**src/rtl/ssr_sequencer.sv**
```systemverilog
// Shot sequencer for the single-shot readout counter block: issues clear/swap/readout/flag-clear
// pulses per shot, samples the returned flip decision and accumulates a flip count over a run.
module ssr_sequencer #(
    parameter int PULSE_LEN = 4,
    parameter int CNT_W     = 24,
    parameter int REP_W     = 16
) (
    input  logic             clk,
    input  logic             reset_n,
    input  logic             start,
    input  logic             abort,
    input  logic [REP_W-1:0] n_shots,
    input  logic [7:0]       n_swaps,
    input  logic [CNT_W-1:0] window_len,
    input  logic             flip_in,
    output logic             ssr_out,
    output logic             swap_out,
    output logic             readout_out,
    output logic             reset_out,
    output logic             busy,
    output logic             done,
    output logic [REP_W-1:0] flip_count,
    output logic             last_flip
);

    localparam int PW = $clog2(PULSE_LEN + 3) + 1;
    localparam int TW = (CNT_W > PW) ? CNT_W : PW;

    typedef enum logic [2:0] {
        S_IDLE,
        S_CLEAR,
        S_SWAP,
        S_WINDOW,
        S_READOUT,
        S_SETTLE,
        S_FLAGCLR,
        S_DONE
    } state_t;

    state_t             r_state;
    state_t             w_state_nxt;

    logic [TW-1:0]      r_tmr;
    logic [8:0]         r_swap_cnt;
    logic [REP_W:0]     r_shot_cnt;

    logic [REP_W-1:0]   r_n_shots;
    logic [7:0]         r_n_swaps;
    logic [CNT_W-1:0]   r_win_len;

    logic               r_sync1;
    logic               r_sync2;
    logic [REP_W-1:0]   r_flip_count;
    logic               r_last_flip;

    logic               r_ssr;
    logic               r_swap;
    logic               r_readout;
    logic               r_reset;
    logic               r_busy;
    logic               r_done;

    logic               w_tmr_clr;
    logic               w_load;
    logic               w_swap_inc;
    logic               w_shot_inc;
    logic               w_cap;
    logic               w_pulse_last;
    logic               w_settle_last;
    logic               w_win_last;
    logic [8:0]         w_swap_nxt;
    logic [REP_W:0]     w_shot_nxt;

    function automatic logic [REP_W-1:0] sat_inc(input logic [REP_W-1:0] v);
        return (v == {REP_W{1'b1}}) ? v : v + REP_W'(1);
    endfunction

    assign w_pulse_last  = (r_tmr == TW'(PULSE_LEN - 1));
    assign w_settle_last = (r_tmr == TW'(2));
    assign w_win_last    = (r_tmr == (TW'(r_win_len) - TW'(1)));
    assign w_swap_nxt    = r_swap_cnt + 9'd1;
    assign w_shot_nxt    = r_shot_cnt + {{REP_W{1'b0}}, 1'b1};

    always_ff @(posedge clk or negedge reset_n) begin
        if (!reset_n) begin
            r_state <= S_IDLE;
        end else begin
            r_state <= w_state_nxt;
        end
    end

    always_comb begin
        w_state_nxt = r_state;
        w_tmr_clr   = 1'b0;
        w_load      = 1'b0;
        w_swap_inc  = 1'b0;
        w_shot_inc  = 1'b0;
        w_cap       = 1'b0;
        case (r_state)
            S_IDLE: begin
                w_tmr_clr = 1'b1;
                if (start) begin
                    w_load      = 1'b1;
                    w_state_nxt = (n_shots == '0) ? S_DONE : S_CLEAR;
                end
            end
            S_CLEAR: begin
                if (w_pulse_last) begin
                    w_tmr_clr   = 1'b1;
                    w_state_nxt = (r_n_swaps != 8'd0) ? S_SWAP : S_READOUT;
                end
            end
            S_SWAP: begin
                if (w_pulse_last) begin
                    w_tmr_clr  = 1'b1;
                    w_swap_inc = 1'b1;
                    // A zero-length window is skipped entirely, so decide the next swap here.
                    if (r_win_len != '0) begin
                        w_state_nxt = S_WINDOW;
                    end else if (w_swap_nxt < {1'b0, r_n_swaps}) begin
                        w_state_nxt = S_SWAP;
                    end else begin
                        w_state_nxt = S_READOUT;
                    end
                end
            end
            S_WINDOW: begin
                if (w_win_last) begin
                    w_tmr_clr   = 1'b1;
                    w_state_nxt = (r_swap_cnt < {1'b0, r_n_swaps}) ? S_SWAP : S_READOUT;
                end
            end
            S_READOUT: begin
                if (w_pulse_last) begin
                    w_tmr_clr   = 1'b1;
                    w_state_nxt = S_SETTLE;
                end
            end
            S_SETTLE: begin
                if (w_settle_last) begin
                    w_tmr_clr   = 1'b1;
                    w_cap       = 1'b1;
                    w_state_nxt = S_FLAGCLR;
                end
            end
            S_FLAGCLR: begin
                if (w_pulse_last) begin
                    w_tmr_clr   = 1'b1;
                    w_shot_inc  = 1'b1;
                    w_state_nxt = (w_shot_nxt < {1'b0, r_n_shots}) ? S_CLEAR : S_DONE;
                end
            end
            S_DONE: begin
                w_tmr_clr   = 1'b1;
                w_state_nxt = S_IDLE;
            end
            default: begin
                w_tmr_clr   = 1'b1;
                w_state_nxt = S_IDLE;
            end
        endcase
        // Abort overrides every transition and suppresses any capture or count in the same cycle.
        if (abort && (r_state != S_IDLE)) begin
            w_state_nxt = S_IDLE;
            w_tmr_clr   = 1'b1;
            w_swap_inc  = 1'b0;
            w_shot_inc  = 1'b0;
            w_cap       = 1'b0;
        end
    end

    always_ff @(posedge clk or negedge reset_n) begin
        if (!reset_n) begin
            r_tmr      <= '0;
            r_swap_cnt <= '0;
            r_shot_cnt <= '0;
        end else begin
            r_tmr <= w_tmr_clr ? '0 : r_tmr + TW'(1);
            if (w_load || w_shot_inc) begin
                r_swap_cnt <= '0;
            end else if (w_swap_inc) begin
                r_swap_cnt <= w_swap_nxt;
            end
            if (w_load) begin
                r_shot_cnt <= '0;
            end else if (w_shot_inc) begin
                r_shot_cnt <= w_shot_nxt;
            end
        end
    end

    always_ff @(posedge clk) begin
        if (w_load) begin
            r_n_shots <= n_shots;
            r_n_swaps <= n_swaps;
            r_win_len <= window_len;
        end
    end

    always_ff @(posedge clk or negedge reset_n) begin
        if (!reset_n) begin
            r_sync1      <= 1'b0;
            r_sync2      <= 1'b0;
            r_flip_count <= '0;
            r_last_flip  <= 1'b0;
        end else begin
            r_sync1 <= flip_in;
            r_sync2 <= r_sync1;
            if (w_load) begin
                r_flip_count <= '0;
            end else if (w_cap) begin
                r_last_flip <= r_sync2;
                if (r_sync2) begin
                    r_flip_count <= sat_inc(r_flip_count);
                end
            end
        end
    end

    // Outputs are registered from the next state so each pulse lines up with its state.
    always_ff @(posedge clk or negedge reset_n) begin
        if (!reset_n) begin
            r_ssr     <= 1'b0;
            r_swap    <= 1'b0;
            r_readout <= 1'b0;
            r_reset   <= 1'b0;
            r_busy    <= 1'b0;
            r_done    <= 1'b0;
        end else begin
            r_ssr     <= (w_state_nxt == S_CLEAR);
            r_swap    <= (w_state_nxt == S_SWAP);
            r_readout <= (w_state_nxt == S_READOUT);
            r_reset   <= (w_state_nxt == S_FLAGCLR);
            r_busy    <= (w_state_nxt != S_IDLE) && (w_state_nxt != S_DONE);
            r_done    <= (w_state_nxt == S_DONE);
        end
    end

    assign ssr_out     = r_ssr;
    assign swap_out    = r_swap;
    assign readout_out = r_readout;
    assign reset_out   = r_reset;
    assign busy        = r_busy;
    assign done        = r_done;
    assign flip_count  = r_flip_count;
    assign last_flip   = r_last_flip;

endmodule

```
**config.mk**
```make
export PLATFORM = sky130hd
export DESIGN_NAME = ssr_sequencer
export DESIGN_NICKNAME = d
export VERILOG_FILES = /design/src/rtl/ssr_sequencer.sv
export SDC_FILE = /design/constraint.sdc
export NUM_CORES = 1
export LEC_CHECK = 0
export ABC_AREA = 1
export BUFFER_PORTS_ARGS = -buffer_cell sky130_fd_sc_hd__buf_2
export CAP_MARGIN = 20
export CORE_MARGIN = 4
export CORE_UTILIZATION = 35
export CTS_BUF_LIST = sky130_fd_sc_hd__clkbuf_16
export DETAILED_ROUTE_END_ITERATION = 8
export HOLD_SLACK_MARGIN = 0.02
export PLACE_DENSITY = 0.54
export SYNTH_ARGS = -nofsm -noshare
export SYNTH_HDL_FRONTEND = slang
export SYNTH_SLANG_ARGS = --single-unit
```
**constraint.sdc**
```tcl
create_clock -name clk -period 3.2 [get_ports clk]
set_input_delay 0.32 -clock clk [delete_from_list [all_inputs] [get_ports clk]]
set_output_delay 0.32 -clock clk [all_outputs]
set_load 0.02 [all_outputs]
```
; Yosys cells after proc, flatten, opt, wreduce, memory -nomap -nowiden
; Index checks and enable logic that the tools add are counted.
; W data, S select, Z words.
[word_totals]
register_bits = 126
in_bits = 53
wordCells = 98
[classes]
n_eq_ne = 18
muxes = 37
n_reduce_logical = 17
add_sub_neg = 5
order_cmp = 3
bitwise_logic = 1
[op_table]
columns = operator, count
row1 = $mux W16, 4
row2 = $eq A24 B2 Y1 const B, 2
row3 = $mux W3, 14
row4 = $mux W17, 2
row5 = $add A24 B1 Y24 const B, 1
row6 = $eq A24 B24 Y1, 1
row7 = $mux W24, 1
row8 = $pmux W3 S8, 1
row9 = $reduce_bool A24 Y1, 1
row10 = $sub A24 B1 Y24 const B, 1
row11 = $eq A3 B3 Y1 const B, 7
row12 = $lt A9 B8 Y1, 2
row13 = $mux W9, 2
row14 = $add A17 B1 Y17 const B, 1
row15 = $lt A17 B16 Y1, 1
row16 = $add A16 B1 Y16 const B, 1
row17 = $eq A16 B16 Y1 const B, 1
row18 = $logic_not A16 Y1, 1
row19 = $mux W1, 12
row20 = $add A9 B1 Y9 const B, 1
row21 = $eq A3 B2 Y1 const B, 3
row22 = $reduce_bool A2 Y1, 4
row23 = $reduce_bool A8 Y1, 1
row24 = $eq A3 B1 Y1 const B, 2
row25 = other kinds (12), 14

; Longest topological paths before layout
[depth]
depth_word = 9
mapped_depth = 26
depth_no_buf = 26

; Worst setup path before layout
; No wires, ideal clock.
[synth_path]
kind = reg2reg
from = register r_state[1]
to = register r_n_shots[0], enable pin
path_buffers = 1
setup_time_ns = 0.431
setup_slack_ns = 0.236
t_arrival_ns = 2.533
stages_incl_launch_ff = 7
path_cell_list = dfrtp_1 nor2_1 inv_2 nor2_2 nand2_2 inv_1 clkbuf_1
[synth_via]
elab_chain_len = 2
[synth_rtl]
columns = item, line
row1 = start: declaration, 40  ; state_t r_state;
row2 = start signal: assignment, 88  ; r_state <= w_state_nxt;
row3 = $logic_not A3 Y1, 99  ; case (r_state)
row4 = $mux W1, 99
row5 = via w_load, 64  ; logic w_load;
row6 = end signal: assignment, 194  ; r_n_shots <= n_shots;
row7 = end: declaration, 47  ; logic [REP_W-1:0] r_n_shots;
; The timed path passes the listed nets, and every way through them passes these cells.
; A chain may end at the register's enable or synchronous reset.

; Worst setup path after layout
[layout_path]
from = register r_shot_cnt[0]
to = register r_busy (netlist: busy)
[layout_via]
elab_chain_len = 8
word_cells_on_any_way = 9
classes_between = 1 x add/sub / 1 x order compare / 1 x eq/ne / 4 x mux / 2 x reduce/logical
[layout_rtl]
columns = item, line
row1 = start: declaration, 45  ; logic [REP_W:0] r_shot_cnt;
row2 = start signal: assignment, 187  ; r_shot_cnt <= w_shot_nxt;
row3 = $add A17 B1 Y17 (*), 82  ; assign w_shot_nxt = r_shot_cnt + {{REP_W{1'b0}}, 1'b1};
row4 = $lt A17 B16 Y1 (*), 150  ; w_state_nxt = (w_shot_nxt < {1'b0, r_n_shots}) ? S_CLEAR : S_DONE;
row5 = $mux W3 (*), 150
row6 = $mux W3 (*), 147  ; if (w_pulse_last) begin
row7 = $pmux W3 S8 (*), 99
row8 = $mux W3 (*), 163  ; if (abort && (r_state != S_IDLE)) begin
row9 = via w_state_nxt[1], 41  ; state_t w_state_nxt;
row10 = $ne A3 B3 Y1 / $reduce_bool A3 Y1 (equally long branches), 234  ; r_busy <= (w_state_nxt != S_IDLE) && (w_state_nxt != S_DONE);
row11 = $logic_and A1 B1 Y1 (*), 234
row12 = end signal: assignment, 234
row13 = end: declaration, 60  ; logic r_busy;
; Mark *: on every way through the listed nets, which the timed path passes. The rest lies on a longest branch.

==> impl_metrics.tcl <==
set metrics [dict create \
    drt_first_pass_iters 4 \
    cts_inserted_buffers 17 \
    synth_nets 1068 \
    io_pins 76 \
    hold_depth 1 \
    fmax_mhz 323 \
    place_congestion 0.891 \
    p_int_mw 3.62 \
    register_area_um2 3400 \
    leakagePower_nw 4.45 \
    wirelength_um 19300 \
    multi_input_area_um2 4030 \
    skew_ns 0.0111 \
    yosys_warnings 0 \
    post-route-util 0.430 \
    power.share.clock 0.379 \
    p_comb_frac 0.240 \
    die-area_um2 25300 \
    synth_cell_type_count 46 \
    cts.clk_slew.worst_paths_ns 0.06 \
    insertion_delay_ns 0.42 \
    syn_area_um2 7970 \
    gr-total-overflow 0 \
    grt_max_degree 42 \
    port_buffers 75 \
    hold_class "in -> reg" \
    drc 0 \
    final_hold_viol_count 0 \
    antenna_found_initial 0 \
    crit_slowest_cell "dfrtp_1" \
    fill_cells 2215 \
    rsz0062_at_grt "yes" \
    synthCells 980 \
    start_util 0.361 \
    outcome "finished clean" \
    critPathMaxStageDelay_ns 0.35 \
    grt_pass1_vias 6594 \
    vias 6503 \
    max-slew-margin-rel 0.531 \
    coreArea_um2 22100 \
    cts_tree "yes" \
    power_mw 5.44 \
    slew_viol_final 0 \
    yosysSeqAreaShare 0.426 \
    cp_data_arrival_time_ns 3.41 \
    hold_slack_ns 0.0708 \
    grt_pass1_wl_um 32600 \
    startpoint_type "flip-flop" \
    clock-sinks 126 \
    setup.worst_path.class "reg -> reg" \
    synth_common_cells "nand2_1, inv_1, nor2_1" \
    ys_seq_elements 126 \
    ir_worst_vdd_mv 0.310 \
    r2r_cells 25 \
    maxCapViolations 0 \
    finalCriticalPeriod_ns 3.10 \
    rows 54 \
    clock-root-buffer "clkbuf_16" \
    switching_power_mw 1.82 \
    post_drt_wl_per_cell_um 14.1 \
    avgSynthCellArea_um2 8.14 \
    synth_most_common_cell "nand2_1" \
    cp_common_cell "nand2_1" \
    drive_above_1_share 0.196 \
    synthTopCellsByArea "dfrtp_1, edfxtp_1, nand2_1" \
    seqPwrFrac 0.381 \
    dp_hpwl_um 14900 \
    drt.antenna.violating_nets 0 \
    htree_levels 4 \
    die_x_um 159 \
    setup_viol 0 \
    p_per_area_nw_per_um2 573 \
    yosysTopAreaCellShare 0.245 \
    diodes 0 \
    yosysTopAreaCell "dfrtp_1" \
    crit_fanout 4 \
    vias_per_cell 4.73 \
    grt_usage 0.157 \
    timing.final.crit_share 0.967 \
    worstPathRequired_ns 3.51 \
    synth_edf_count 48 \
    async_reset_ff_frac 0.619 \
    drtIter0Drc 267 \
    crit_path_end_kind "flip-flop" \
    finalNetCount 1170 \
    clockBufferDepth 2 \
    worstMarginPinSlew_ns 0.697 \
    area_growth_syn_to_layout_pct 19.2 \
    die-height_um 159 \
    synth_top_flop_cell "dfrtp_1" \
    p_sw_frac 0.334 \
]
==> state kept, by name, summed over array words and instances (netlist names), 3 cells and up <==
register,cells
r_state,3
r_n_shots,16
r_shot_cnt,17
r_n_swaps,8
flip_count,16
r_win_len,24
r_swap_cnt,9
r_tmr,24
==> worst max-delay path, delay by kind of cell (launching register included) <==
family                   cells  cell delay [ns]
AO/OA/AOI/OAI                1             0.20
XOR/XNOR                     1             0.15
adder cells (fa/ha/maj)      2             0.44
buffers and inverters        2             0.27
flip-flops                   1             0.35
AND/OR/NAND/NOR             19             1.58
==> timing repair <==
action / 4_1_cts / 5_1_grt
buffers inserted: 0 / 7
hold buffers: 2 / 0
endpoints found under the setup margin: 0 / 8
resized for setup: 0 / 23
endpoints found under the hold margin: 40 / 0
==> worst paths after layout <==
kind                       slack, ns      startpoint             to
max                             0.10   r_shot_cnt[0]           busy
min                             0.07  window_len[16]  r_win_len[16]
max reg2reg                     0.10   r_shot_cnt[0]           busy
min reg2reg                     0.36         r_sync1        r_sync2
max in group asynchronous       2.05         reset_n  r_swap_cnt[8]
min in group asynchronous       0.45         reset_n  r_shot_cnt[6]
==> power groups by stage <==
| stage | clock network [mW] | logic [mW] | registers (mW) |
|---|---|---|---|
| after detailed placement | 0 | 1.32 | 2.11 |
| after CTS | 2.12 | 1.32 | 2.08 |
| final | 2.06 | 1.31 | 2.07 |
| after global routing | 2.19 | 1.51 | 2.10 |
| after global placement | 0 | 1.32 | 2.11 |
| after floorplan | 0 | 0.973 | 2.09 |
==> kinds of logic after synthesis <==
logic type,share of synthesized area
buffers and inverters,0.0827
flip-flops,0.426
AND/OR/NAND/NOR,0.316
AO/OA/AOI/OAI,0.0570
XOR/XNOR,0.0643
adder cells (fa/ha/maj),0.0549
==> stage by stage <==
stage,TNS (ns),instance area (µm²),setup WS [ns],cells
floorplan,0,7970,0.236,980
global placement,0,8690,0.161,1334
detailed placement,0,8690,0.126,1334
CTS,0,9340,0.0828,1368
global route,-0.424,9500,-0.116,1375
finish,0,9500,0.104,1375
==> area by class of cell <==
class / count / area share
Sequential cell: 126 / 0.357
Tap cell: 280 / 0.0369
Multi-Input combinational cell: 690 / 0.424
Clock inverter: 13 / 0.0167
Clock buffer: 19 / 0.0500
Timing Repair Buffer: 91 / 0.0529
Inverter: 156 / 0.0622
==> cells in the final DEF, fill, tap and decap left out, types with 24 or more instances in the layout <==
master    count
inv_1       135
nand3_1      54
edfxtp_1     48
buf_2        74
nand2_1     224
nand4_1      24
ha_1         34
o21ai_0      26
nor2_1      103
xor2_1       37
nor3_1       26
dfrtp_1      76
==> metal layers <==
layer | vias to the layer above | share of wire | track usage | wire length (µm)
met5 | - | 0 | 0 | 0
met4 | 0 | 0.016 | 0.0450 | 305
met3 | 22 | 0.031 | 0.0347 | 600
met2 | 83 | 0.49 | 0.272 | 9430
met1 | 2986 | 0.47 | 0.197 | 9010
li1 | 3412 | - | - | -
No activity file was read; power rests on OpenSTA's default activity.
